File: src/rtl/tlc_pkg.sv
// Shared definitions for the timed traffic light controller.
//   lamp_t   : 2-bit lamp drive code (RED, YELLOW, GREEN, OFF)
//   state_t  : controller phase encoding, also exported on the phase output
package tlc_pkg;

    typedef logic [1:0] lamp_t;

    localparam lamp_t RED    = 2'd0;
    localparam lamp_t YELLOW = 2'd1;
    localparam lamp_t GREEN  = 2'd2;
    localparam lamp_t OFF    = 2'd3;

    // Encoding 3'd7 is unused; the controller recovers from it through AR2.
    typedef enum logic [2:0] {
        HWY_G = 3'd0,
        HWY_Y = 3'd1,
        AR1   = 3'd2,
        CTY_G = 3'd3,
        CTY_Y = 3'd4,
        AR2   = 3'd5,
        FLASH = 3'd6
    } state_t;

endpackage

File: src/rtl/timed_traffic_light_controller_if.sv
// Junction-side signal bundle of the timed traffic light controller.
//   traffic   : country-road vehicle sensor (asynchronous to clk)
//   flash_req : flashing-mode request (asynchronous to clk)
//   hwy       : highway lamp drive
//   cntry     : country-road lamp drive
//   phase     : current controller state, for monitoring
// master: sensor/mode source and lamp consumer. slave: the controller.
interface timed_traffic_light_controller_if;
    import tlc_pkg::*;

    logic       traffic;
    logic       flash_req;
    lamp_t      hwy;
    lamp_t      cntry;
    logic [2:0] phase;

    modport master (
        output traffic,
        output flash_req,
        input  hwy,
        input  cntry,
        input  phase
    );

    modport slave (
        input  traffic,
        input  flash_req,
        output hwy,
        output cntry,
        output phase
    );

endinterface

File: src/rtl/tlc_sync.sv
// Multi-stage flip-flop synchroniser with synchronous active-low clear.
//   clk     : destination clock
//   clear_n : synchronous active-low clear, empties the chain
//   d_i     : asynchronous input
//   q_o     : d_i delayed by STAGES clocks
module tlc_sync #(
    parameter int unsigned STAGES = 2
) (
    input  logic clk,
    input  logic clear_n,
    input  logic d_i,
    output logic q_o
);

    logic [STAGES-1:0] sh_q;

    always_ff @(posedge clk) begin
        if (!clear_n) begin
            sh_q <= '0;
        end else begin
            sh_q <= {sh_q[STAGES-2:0], d_i};
        end
    end

    assign q_o = sh_q[STAGES-1];

endmodule

File: src/rtl/timed_traffic_light_controller.sv
// Highway/country-road junction controller with a single phase timer.
//   clk     : clock
//   clear_n : synchronous active-low reset (forces highway green)
//   bus     : slave side of timed_traffic_light_controller_if
//             (traffic, flash_req in; hwy, cntry, phase out)
// Highway rests green; country traffic earns a green after the highway
// minimum green. Flash mode blinks highway yellow / country red.
module timed_traffic_light_controller
    import tlc_pkg::*;
#(
    parameter int unsigned CNT_W           = 8,
    parameter int unsigned HWY_MIN_GREEN   = 8,
    parameter int unsigned CNTRY_MAX_GREEN = 6,
    parameter int unsigned YELLOW_CYC      = 3,
    parameter int unsigned ALLRED_CYC      = 2,
    parameter int unsigned FLASH_HALF      = 4,
    parameter int unsigned SYNC_STAGES     = 2
) (
    input  logic                              clk,
    input  logic                              clear_n,
    timed_traffic_light_controller_if.slave   bus
);

    typedef logic [CNT_W-1:0] tmr_t;

    // Timer reload value (duration - 1) for the state being entered.
    function automatic tmr_t load_of(input state_t s);
        int unsigned d;
        case (s)
            HWY_G:        d = HWY_MIN_GREEN;
            HWY_Y, CTY_Y: d = YELLOW_CYC;
            CTY_G:        d = CNTRY_MAX_GREEN;
            FLASH:        d = FLASH_HALF;
            default:      d = ALLRED_CYC;
        endcase
        return tmr_t'(d - 1);
    endfunction

    // Lamp pair {hwy, cntry} shown in a given state.
    function automatic logic [3:0] lamps_of(input state_t s, input logic b);
        case (s)
            HWY_G:   return {GREEN, RED};
            HWY_Y:   return {YELLOW, RED};
            CTY_G:   return {RED, GREEN};
            CTY_Y:   return {RED, YELLOW};
            FLASH:   return b ? {YELLOW, RED} : {OFF, OFF};
            default: return {RED, RED};
        endcase
    endfunction

    logic   traffic_s;
    logic   flash_s;
    state_t state_q, state_d;
    tmr_t   tmr_q, tmr_d;
    logic   tmr_exp;
    logic   blink_q, blink_d;
    lamp_t  hwy_q, hwy_d;
    lamp_t  cntry_q, cntry_d;

    tlc_sync #(.STAGES(SYNC_STAGES)) u_sync_traffic (
        .clk     (clk),
        .clear_n (clear_n),
        .d_i     (bus.traffic),
        .q_o     (traffic_s)
    );

    tlc_sync #(.STAGES(SYNC_STAGES)) u_sync_flash (
        .clk     (clk),
        .clear_n (clear_n),
        .d_i     (bus.flash_req),
        .q_o     (flash_s)
    );

    always_comb begin
        state_d = state_q;
        blink_d = blink_q;
        tmr_exp = (tmr_q == '0);
        tmr_d   = tmr_exp ? tmr_q : tmr_q - tmr_t'(1);

        case (state_q)
            HWY_G: if (tmr_exp && (traffic_s || flash_s)) state_d = HWY_Y;
            HWY_Y: if (tmr_exp) state_d = AR1;
            AR1:   if (tmr_exp) state_d = flash_s ? FLASH : CTY_G;
            // Gap-out can fire on the very first country-green cycle.
            CTY_G: if (!traffic_s || tmr_exp || flash_s) state_d = CTY_Y;
            CTY_Y: if (tmr_exp) state_d = AR2;
            AR2:   if (tmr_exp) state_d = flash_s ? FLASH : HWY_G;
            FLASH: begin
                if (!flash_s) begin
                    state_d = AR2;
                end else if (tmr_exp) begin
                    blink_d = ~blink_q;
                    tmr_d   = load_of(FLASH);
                end
            end
            default: state_d = AR2;
        endcase

        if (state_d != state_q) begin
            tmr_d = load_of(state_d);
            if (state_d == FLASH) blink_d = 1'b1;
        end

        // Lamps decode the next state so they register on the same edge.
        {hwy_d, cntry_d} = lamps_of(state_d, blink_d);
    end

    always_ff @(posedge clk) begin
        if (!clear_n) begin
            state_q <= HWY_G;
            tmr_q   <= load_of(HWY_G);
            blink_q <= 1'b0;
            hwy_q   <= GREEN;
            cntry_q <= RED;
        end else begin
            state_q <= state_d;
            tmr_q   <= tmr_d;
            blink_q <= blink_d;
            hwy_q   <= hwy_d;
            cntry_q <= cntry_d;
        end
    end

    assign bus.hwy   = hwy_q;
    assign bus.cntry = cntry_q;
    assign bus.phase = state_q;

endmodule

File: src/flat_wrapper.sv
// flat-port wrapper written by rule: the top's interface ports become plain ports
module timed_traffic_light_controller_flat import tlc_pkg::*;
#(
    parameter int unsigned CNT_W           = 8,
    parameter int unsigned HWY_MIN_GREEN   = 8,
    parameter int unsigned CNTRY_MAX_GREEN = 6,
    parameter int unsigned YELLOW_CYC      = 3,
    parameter int unsigned ALLRED_CYC      = 2,
    parameter int unsigned FLASH_HALF      = 4,
    parameter int unsigned SYNC_STAGES     = 2
)
  (clk, clear_n, bus_traffic, bus_flash_req, bus_hwy, bus_cntry, bus_phase);
  timed_traffic_light_controller_if bus_i ();
  input  logic clk;
  input  logic clear_n;
  input wire logic [$bits(bus_i.traffic)-1:0] bus_traffic;
  input wire logic [$bits(bus_i.flash_req)-1:0] bus_flash_req;
  output wire logic [$bits(bus_i.hwy)-1:0] bus_hwy;
  output wire logic [$bits(bus_i.cntry)-1:0] bus_cntry;
  output wire logic [$bits(bus_i.phase)-1:0] bus_phase;
  assign bus_i.traffic = bus_traffic;
  assign bus_i.flash_req = bus_flash_req;
  assign bus_hwy = bus_i.hwy;
  assign bus_cntry = bus_i.cntry;
  assign bus_phase = bus_i.phase;
  timed_traffic_light_controller #(.CNT_W(CNT_W), .HWY_MIN_GREEN(HWY_MIN_GREEN), .CNTRY_MAX_GREEN(CNTRY_MAX_GREEN), .YELLOW_CYC(YELLOW_CYC), .ALLRED_CYC(ALLRED_CYC), .FLASH_HALF(FLASH_HALF), .SYNC_STAGES(SYNC_STAGES)) u_core (.clk(clk), .clear_n(clear_n), .bus(bus_i));
endmodule
File: config.mk
export PLATFORM = sky130hd
export DESIGN_NAME = timed_traffic_light_controller_flat
export DESIGN_NICKNAME = d
export VERILOG_FILES = /design/src/rtl/tlc_pkg.sv /design/src/rtl/timed_traffic_light_controller_if.sv /design/src/rtl/tlc_sync.sv /design/src/rtl/timed_traffic_light_controller.sv /design/src/flat_wrapper.sv
export SDC_FILE = /design/constraint.sdc
export NUM_CORES = 1
export LEC_CHECK = 0
export BUFFER_PORTS_ARGS = -buffer_cell sky130_fd_sc_hd__buf_2
export CAP_MARGIN = 20
export CORE_ASPECT_RATIO = 1.1
export CORE_MARGIN = 4
export CORE_UTILIZATION = 52
export DETAILED_ROUTE_END_ITERATION = 7
export PLACE_DENSITY = 0.74
export REMOVE_ABC_BUFFERS = 1
export SKIP_CTS_REPAIR_TIMING = 1
export SLEW_MARGIN = 20
export SYNTH_ARGS = -nofsm -noshare
export SYNTH_HDL_FRONTEND = slang
export SYNTH_SLANG_ARGS = --single-unit
File: constraint.sdc
create_clock -name clk -period 2.2 [get_ports clk]
set_input_delay 0.33 -clock clk [delete_from_list [all_inputs] [get_ports clk]]
set_output_delay 0.33 -clock clk [all_outputs]
set_load 0.02 [all_outputs]
==> flow_summary_export.csv, run 1 <==
group,metric,value,unit
critical_path,crit_buf_inv,2,
critical_path,timing.critical_path.from,"u_core.tmr_q[6]",
place,dpl_worst_slack,-0.2098,ns
critical_path,endpoint_kind,"flop",
critical_path,path_delay_family,"compound AO/OA/AOI/OAI gates",
sta,fin_worst_hold_slack,0.2078,ns
synthesis,netlist_top_cells_area,"dfxtp_1, nand2_1, nor2_1",
run_status,failed_checks,"negative setup slack",
critical_path,critical-path-slowest-cell,"nor4_4",
final_layout,post_layout_nonfiller_instances,215,
worst_hold_path,min_path_type,"in -> reg",
global_routing,grt_pass1_vias,1121,
synthesis,synthesis.area_per_instance,8.289,µm²
clock_tree,clkSlewWorstSetupHoldPaths,0.12,ns
detailed_routing,drc_violation_count_after_routing,0,
place,placement.io_buffers,10,
place,detail_placement_hpwl,2209,µm
synthesis,synth_fa_ha_area_frac,0.04193,
worst_hold_path,min_delay_path_depth,2,
synthesis,synthSimpleGateAreaFrac,0.2925,
detailed_routing,routed_vias,1263,
floorplan,placement_rows,17,
sta,tightest_slew,0.5172,ns
clock_tree,root_buffer,"clkbuf_4",
sta,grt_setup_unrepaired,"yes",
place,place.gp.congestion,0.9143,
place,placed_cells,204,
clock_tree,clock_latency_on_the_worst_skew_pair,0.31,ns
synthesis,xor_and_xnor_area_share_after_synthesis,0.04403,
global_routing,initial_antenna_violation_count,0,
synthesis,synth_top_cell_area_share,0.3354,
synthesis,number_of_enable_type_register_cells_in_the_synthesized_netlist,0,
global_routing,pin_count_of_the_biggest_net_entering_global_routing,16,
sta,timing.final.crit_period,2.431,ns
sta,layout_worst_path_cycle_share,1.105,
critical_path,worst-endpoint-arrival,2.67,ns
clock_tree,cts_tree,"built",
synthesis,syn_area,1194,µm²
floorplan,ioPinCount,11,
final_layout,antenna_cells_inserted,0,
clock_tree,cts.path.max_buffers,2,
clock_tree,ctsHtreeMaxLevel,1,
final_layout,nets,196,
synthesis,async_reset_ff_frac,0,
detailed_routing,routedWlPerCell,16.10,µm
worst_hold_path,min_from,"bus_flash_req",
power_and_ir_drop,vdd.ir_drop.worst,0.0003833,V
global_routing,first_pass_grt_wire_length,4809,µm
sta,finalMaxSlewViolations,0,
run_status,outcome,"finished with violations",
flow_run,maxCapViolCount,0,
critical_path,setup.worst_path.start_class,"flop",
sta,final.setup.worst_slack,-0.2313,ns
power_and_ir_drop,power_density,407.2,nW/µm²
floorplan,die_height,58.25,µm
final_layout,drive_gt1_frac,0.4225,
critical_path,crit_path_max_fanout,5,
clock_tree,cts.sinks,20,
critical_path,critPathKind,"reg -> reg",
sta,achievable-frequency,411.3,MHz
synthesis,synth_top_family_by_area,"simple AND/OR/NAND/NOR gates",
synthesis,synthCells,144,
sta,fin_worst_skew,0.008278,ns
detailed_routing,firstDrtPassIters,4,
critical_path,rr_startpoint,"u_core.tmr_q[6]",
sta,setup_viol,4,
sta,relSlewSlack,0.6525,
critical_path,critical_path.cell_chain,"nor4_4 -> buf_4 -> a221oi_2 -> a311oi_2 -> or2_1 -> buf_6 -> a21oi_4 -> ha_4 -> xor2_1 -> o221ai_1",
synthesis,ys_warn_count,0,
synthesis,synthFlopType,"dfxtp_1",
detailed_routing,first_iter_violations,32,
detailed_routing,totalWireLength,3461,µm
synthesis,postSynthRegisterBits,20,
synthesis,synthMuxAreaShare,0.02621,
power_and_ir_drop,p_leak,0.7116,nW
clock_tree,cts_inserted_buffers,3,
synthesis,yosys.area.top_type,"dfxtp_1",
detailed_routing,post_detailed_route_via_to_cell_ratio,5.874,
critical_path,crit_cells,10,
critical_path,slowest_delay,0.44,ns
floorplan,core,2106,µm²
synthesis,ys_seq_area_frac,0.3354,
final_layout,area_growth_syn_to_layout,38.89,%
global_routing,grt_overflow,0,
final_layout,fill_cells,143,
synthesis,yosysUniqueCellTypes,53,
floorplan,initial_core_util,0.5668,
detailed_routing,drt.antenna.violating_nets,0,
floorplan,fp.dieArea,3127,µm²
critical_path,worst_ep_required_time,2.43,ns
sta,finalHoldViolCount,0,
critical_path,reg2reg_depth,10,
floorplan,floorplan.die.width,53.68,µm
global_routing,grt_util_all_layers,0.2063,
synthesis,synth-compound-area-share,0.2023,
layout by cell type, fill, tap and decap left out, drive strengths merged, types with 3 or more instances in the layout:
master,synthesis,routed
nand2,15,15
nor2b,3,3
inv,7,7
o211ai,4,4
o21ai,6,6
and2,9,9
dfxtp,20,20
ha,4,4
nor4,3,3
xor2,4,4
buf,3,46
clkbuf,4,4
nor3,5,5
a21oi,5,5
nor2,14,14
power by group:
part	switching, W	internal, W
Sequential	0.00000775	0.000371
Combinational	0.0000381	0.0000372
Clock	0.000120	0.000101
Total	0.000166	0.000509
Yosys cell counts, types with 3 or more instances:
cell type and count:
dfxtp_1 20, ha_1 4, nor2b_1 3, o211ai_1 4, nor2_1 14, o21ai_0 3
clkbuf_1 4, xor2_1 4, o21ai_1 3, nand2_1 15, a21oi_1 5, and2_1 7
inv_1 6, nor3_1 5
final timing paths:
check	endpoint	slack, ns
worst max-delay path	u_core.tmr_q[2]	-0.23
worst max register to register	u_core.tmr_q[2]	-0.23
worst min register to register	u_core.u_sync_traffic.sh_q[1]	0.46
worst min-delay path	u_core.u_sync_flash.sh_q[0]	0.21
state kept, by name (all words and copies together), names as in the netlist:
name	flops
u_core.bus.hwy	2
u_core.tmr_q	8
u_core.u_sync_traffic.sh_q	2
u_core.u_sync_flash.sh_q	2
u_core.blink_q	1
u_core.bus.cntry	2
u_core.bus.phase	3
worst reg2reg max path: stages, from the launching register on:
cell and delay, ns:
dfxtp_4 0.37, nor4_4 0.44, buf_4 0.19, a221oi_2 0.06, a311oi_2 0.35, or2_1 0.23, buf_6 0.13, a21oi_4 0.06
ha_4 0.16, xor2_1 0.16, o221ai_1 0.22
through the flow:
step,power (W),setup TNS [ns],utilization,cell area (µm²)
finish,0.0006751,-0.6305,0.7873,1658
global route,0.0007109,-1.032,0.7873,1658
CTS,0.0006599,-0.8474,0.7077,1490
detailed placement,0.0004463,-0.5914,0.6904,1454
global placement,0.0004444,-0.3676,0.6904,1454
floorplan,0.0004183,-0.5146,-,1151
cells by family after synthesis:
group                      count (synthesis)
adders and majority gates                  4
buffers and inverters                     14
muxes                                      3
DFF                                       20
and+or+nand+nor                           64
xor gates and xnor gates                   6
AOI/OAI and AO/OA                         33
metal layers:
layer / up-vias / wire [µm] / part of all wire / track usage
met4: 0 / 160 / 0.046 / 0.1022
met3: 22 / 162 / 0.047 / 0.03856
met1: 589 / 1289 / 0.37 / 0.2319
met2: 48 / 1849 / 0.53 / 0.3599
li1: 604 / - / - / -
met5: - / 0 / 0 / 0
cell type report:
type | instances | area (µm²) | share of cell area
clock buffers | 4 | 36.28 | 0.02189
flip-flops and latches | 20 | 406.6 | 0.2453
multi-input cells | 110 | 829.5 | 0.5004
inverters | 7 | 26.28 | 0.01585
well taps | 28 | 35.03 | 0.02113
repair buffers | 46 | 324.1 | 0.1955
No activity file was read; power rests on OpenSTA's default activity.
==> run 2, diff against run 1 <==
TNS_END_PERCENT = 20   (was not set)
==> run 2 against run 1 <==
The run still ends with negative setup slack left. Sequential share of layout area grew 0.65 points. Final area shrank 2.9%. Wire length shrank 7.6%. Total power shrank 1.9%. Final cell count is the same. Critical path depth grew 1. Utilization shrank 2.3 points. Clock-buffer cell count is the same. Die area is the same. Global-route usage is the same. Sequential cell count is the same. Largest cell class unchanged.
==> flow_summary_export.csv, run 2 (same netlist as run 1, synthesis figures left out) <==
group,metric,value,unit
critical_path,r2r-end,"u_core.tmr_q[2]",
clock_tree,cts.sinks,20,
global_routing,pin_count_of_the_biggest_net_entering_global_routing,16,
clock_tree,clock_latency_on_the_worst_skew_pair,0.30,ns
critical_path,critical_path.endpoint,"u_core.tmr_q[2]",
sta,tightest_slew,0.5201,ns
clock_tree,root_buffer,"clkbuf_4",
global_routing,grt_pass1_vias,1121,
critical_path,path_delay_family,"simple AND/OR/NAND/NOR gates",
global_routing,grt_overflow,0,
final_layout,largest_register_ffs,8,
final_layout,fill_cells,158,
floorplan,fp.dieArea,3127,µm²
detailed_routing,routed_vias,1225,
global_routing,grt_util_all_layers,0.2063,
critical_path,reg2reg_depth,11,
detailed_routing,first_iter_violations,20,
critical_path,worst_ep_required_time,2.39,ns
floorplan,die_height,58.25,µm
clock_tree,cts.path.max_buffers,2,
final_layout,post_layout_nonfiller_instances,215,
clock_tree,cts_inserted_buffers,3,
detailed_routing,post_detailed_route_via_to_cell_ratio,5.698,
final_layout,most-common-layout-cells,"buf_4, dfxtp_1, nand2_1",
sta,fin_worst_skew,0.002740,ns
floorplan,placement_rows,17,
critical_path,crit_cells,11,
final_layout,antenna_cells_inserted,0,
sta,grt_setup_unrepaired,"yes",
detailed_routing,highest_layer,"met4",
sta,timing.final.crit_period,2.363,ns
detailed_routing,firstDrtPassIters,4,
sta,setup_viol,4,
final_layout,largest_register,"u_core.tmr_q",
flow_run,maxCapViolCount,0,
critical_path,worst-endpoint-arrival,2.55,ns
place,dpl-instance-area,1454,µm²
detailed_routing,met3_wl,111,µm
run_status,failed_checks,"negative setup slack",
clock_tree,cts_tree,"built",
clock_tree,clkSlewWorstSetupHoldPaths,0.12,ns
floorplan,ioPinCount,11,
power_and_ir_drop,p_leak,0.6932,nW
floorplan,core,2106,µm²
global_routing,first_pass_grt_wire_length,4809,µm
floorplan,floorplan.die.width,53.68,µm
critical_path,critical_path.cell_chain,"inv_1 -> ha_2 -> nor3b_4 -> and2_4 -> a311oi_2 -> or2_1 -> buf_6 -> a21oi_2 -> ha_2 -> xor2_1 -> o221ai_1",
final_layout,mostFrequentLayoutCell,"buf_4",
critical_path,timing.critical_path.from,"u_core.tmr_q[1]",
sta,final.setup.worst_slack,-0.1635,ns
place,placement.io_buffers,10,
power_and_ir_drop,power_density,411.3,nW/µm²
sta,relSlewSlack,0.6506,
detailed_routing,routedWlPerCell,14.88,µm
worst_hold_path,min_path_type,"in -> reg",
critical_path,crit_buf_inv,2,
critical_path,setup.worst_path.start_class,"flop",
final_layout,area_growth_syn_to_layout,34.91,%
power_and_ir_drop,vdd.ir_drop.worst,0.0003592,V
critical_path,crit_path_max_fanout,6,
detailed_routing,met1_length,1307,µm
final_layout,stdcell_area,1610,µm²
critical_path,critical-path-slowest-cell,"dfxtp_1",
critical_path,rr_startpoint,"u_core.tmr_q[1]",
critical_path,slowest_delay,0.33,ns
detailed_routing,detailroute.wirelength.met2,1694,µm
floorplan,initial_core_util,0.5668,
run_status,outcome,"finished with violations",
final_layout,drive_gt1_frac,0.4011,
place,placed_cells,204,
sta,achievable-frequency,423.1,MHz
critical_path,slack_of_the_worst_reg_to_reg_path,-0.16,ns
critical_path,endpoint_kind,"flop",
detailed_routing,drc_violation_count_after_routing,0,
final_layout,nets,196,
sta,layout_worst_path_cycle_share,1.074,
sta,finalMaxSlewViolations,0,
detailed_routing,totalWireLength,3199,µm
place,detail_placement_hpwl,2209,µm
sta,finalHoldViolCount,0,
place,place.gp.congestion,0.9143,
detailed_routing,drt.antenna.violating_nets,0,
critical_path,critPathKind,"reg -> reg",
clock_tree,ctsHtreeMaxLevel,1,
global_routing,initial_antenna_violation_count,0,
critical_path,most_frequent_cell_on_the_critical_path,"ha_2",
run 2: cell counts in the layout (fill, tap and decap cells not counted):
Identical to the previous run, type by type.
run 2: worst min path at each step:
| stage | start | end | slack [ns] | cells after the start |
|---|---|---|---|---|
| finish | bus_flash_req | u_core.u_sync_flash.sh_q[0] | 0.21 | 2 |
| global route | bus_flash_req | u_core.u_sync_flash.sh_q[0] | 0.22 | 2 |
| CTS | bus_flash_req | u_core.u_sync_flash.sh_q[0] | 0.21 | 2 |
| detailed placement | u_core.u_sync_traffic.sh_q[0] | u_core.u_sync_traffic.sh_q[1] | 0.43 | 1 |
| global placement | u_core.u_sync_flash.sh_q[0] | u_core.u_sync_flash.sh_q[1] | 0.42 | 1 |
| floorplan | clear_n | u_core.tmr_q[2] | 0.41 | 1 |
run 2: area by class of cell:
cell class	count	area, µm²	share of cell area
Timing Repair Buffer	46	324.1	0.2012
Inverter	7	26.28	0.01632
Clock buffer	4	36.28	0.02253
Multi-Input combinational cell	110	783.3	0.4864
Tap cell	28	35.03	0.02176
Sequential cell	20	405.4	0.2517
run 2: metal layers:
| layer | vias up | global-route usage |
|---|---|---|
| met1 | 583 | 0.2319 |
| met5 | - | 0 |
| met3 | 11 | 0.03856 |
| li1 | 600 | - |
| met2 | 31 | 0.3599 |
| met4 | 0 | 0.1022 |
run 2: power by group:
part	switching [W]	internal, W
clock network	0.000118	0.000101
registers	0.00000701	0.000371
logic	0.0000326	0.0000333
run 2: stage by stage:
stage               TNS (ns)  setup slack (ns)    util  total power, W  hold WS [ns]
floorplan            -0.5146           -0.2416       -       0.0004183        0.4086
global placement     -0.3676           -0.1640  0.6904       0.0004444        0.4223
detailed placement   -0.5914           -0.2098  0.6904       0.0004463        0.4281
CTS                  -0.8474           -0.2716  0.7077       0.0006599        0.2134
global route         -0.7428           -0.2391  0.7647       0.0006983        0.2158
finish               -0.4026           -0.1635  0.7647       0.0006624        0.2117
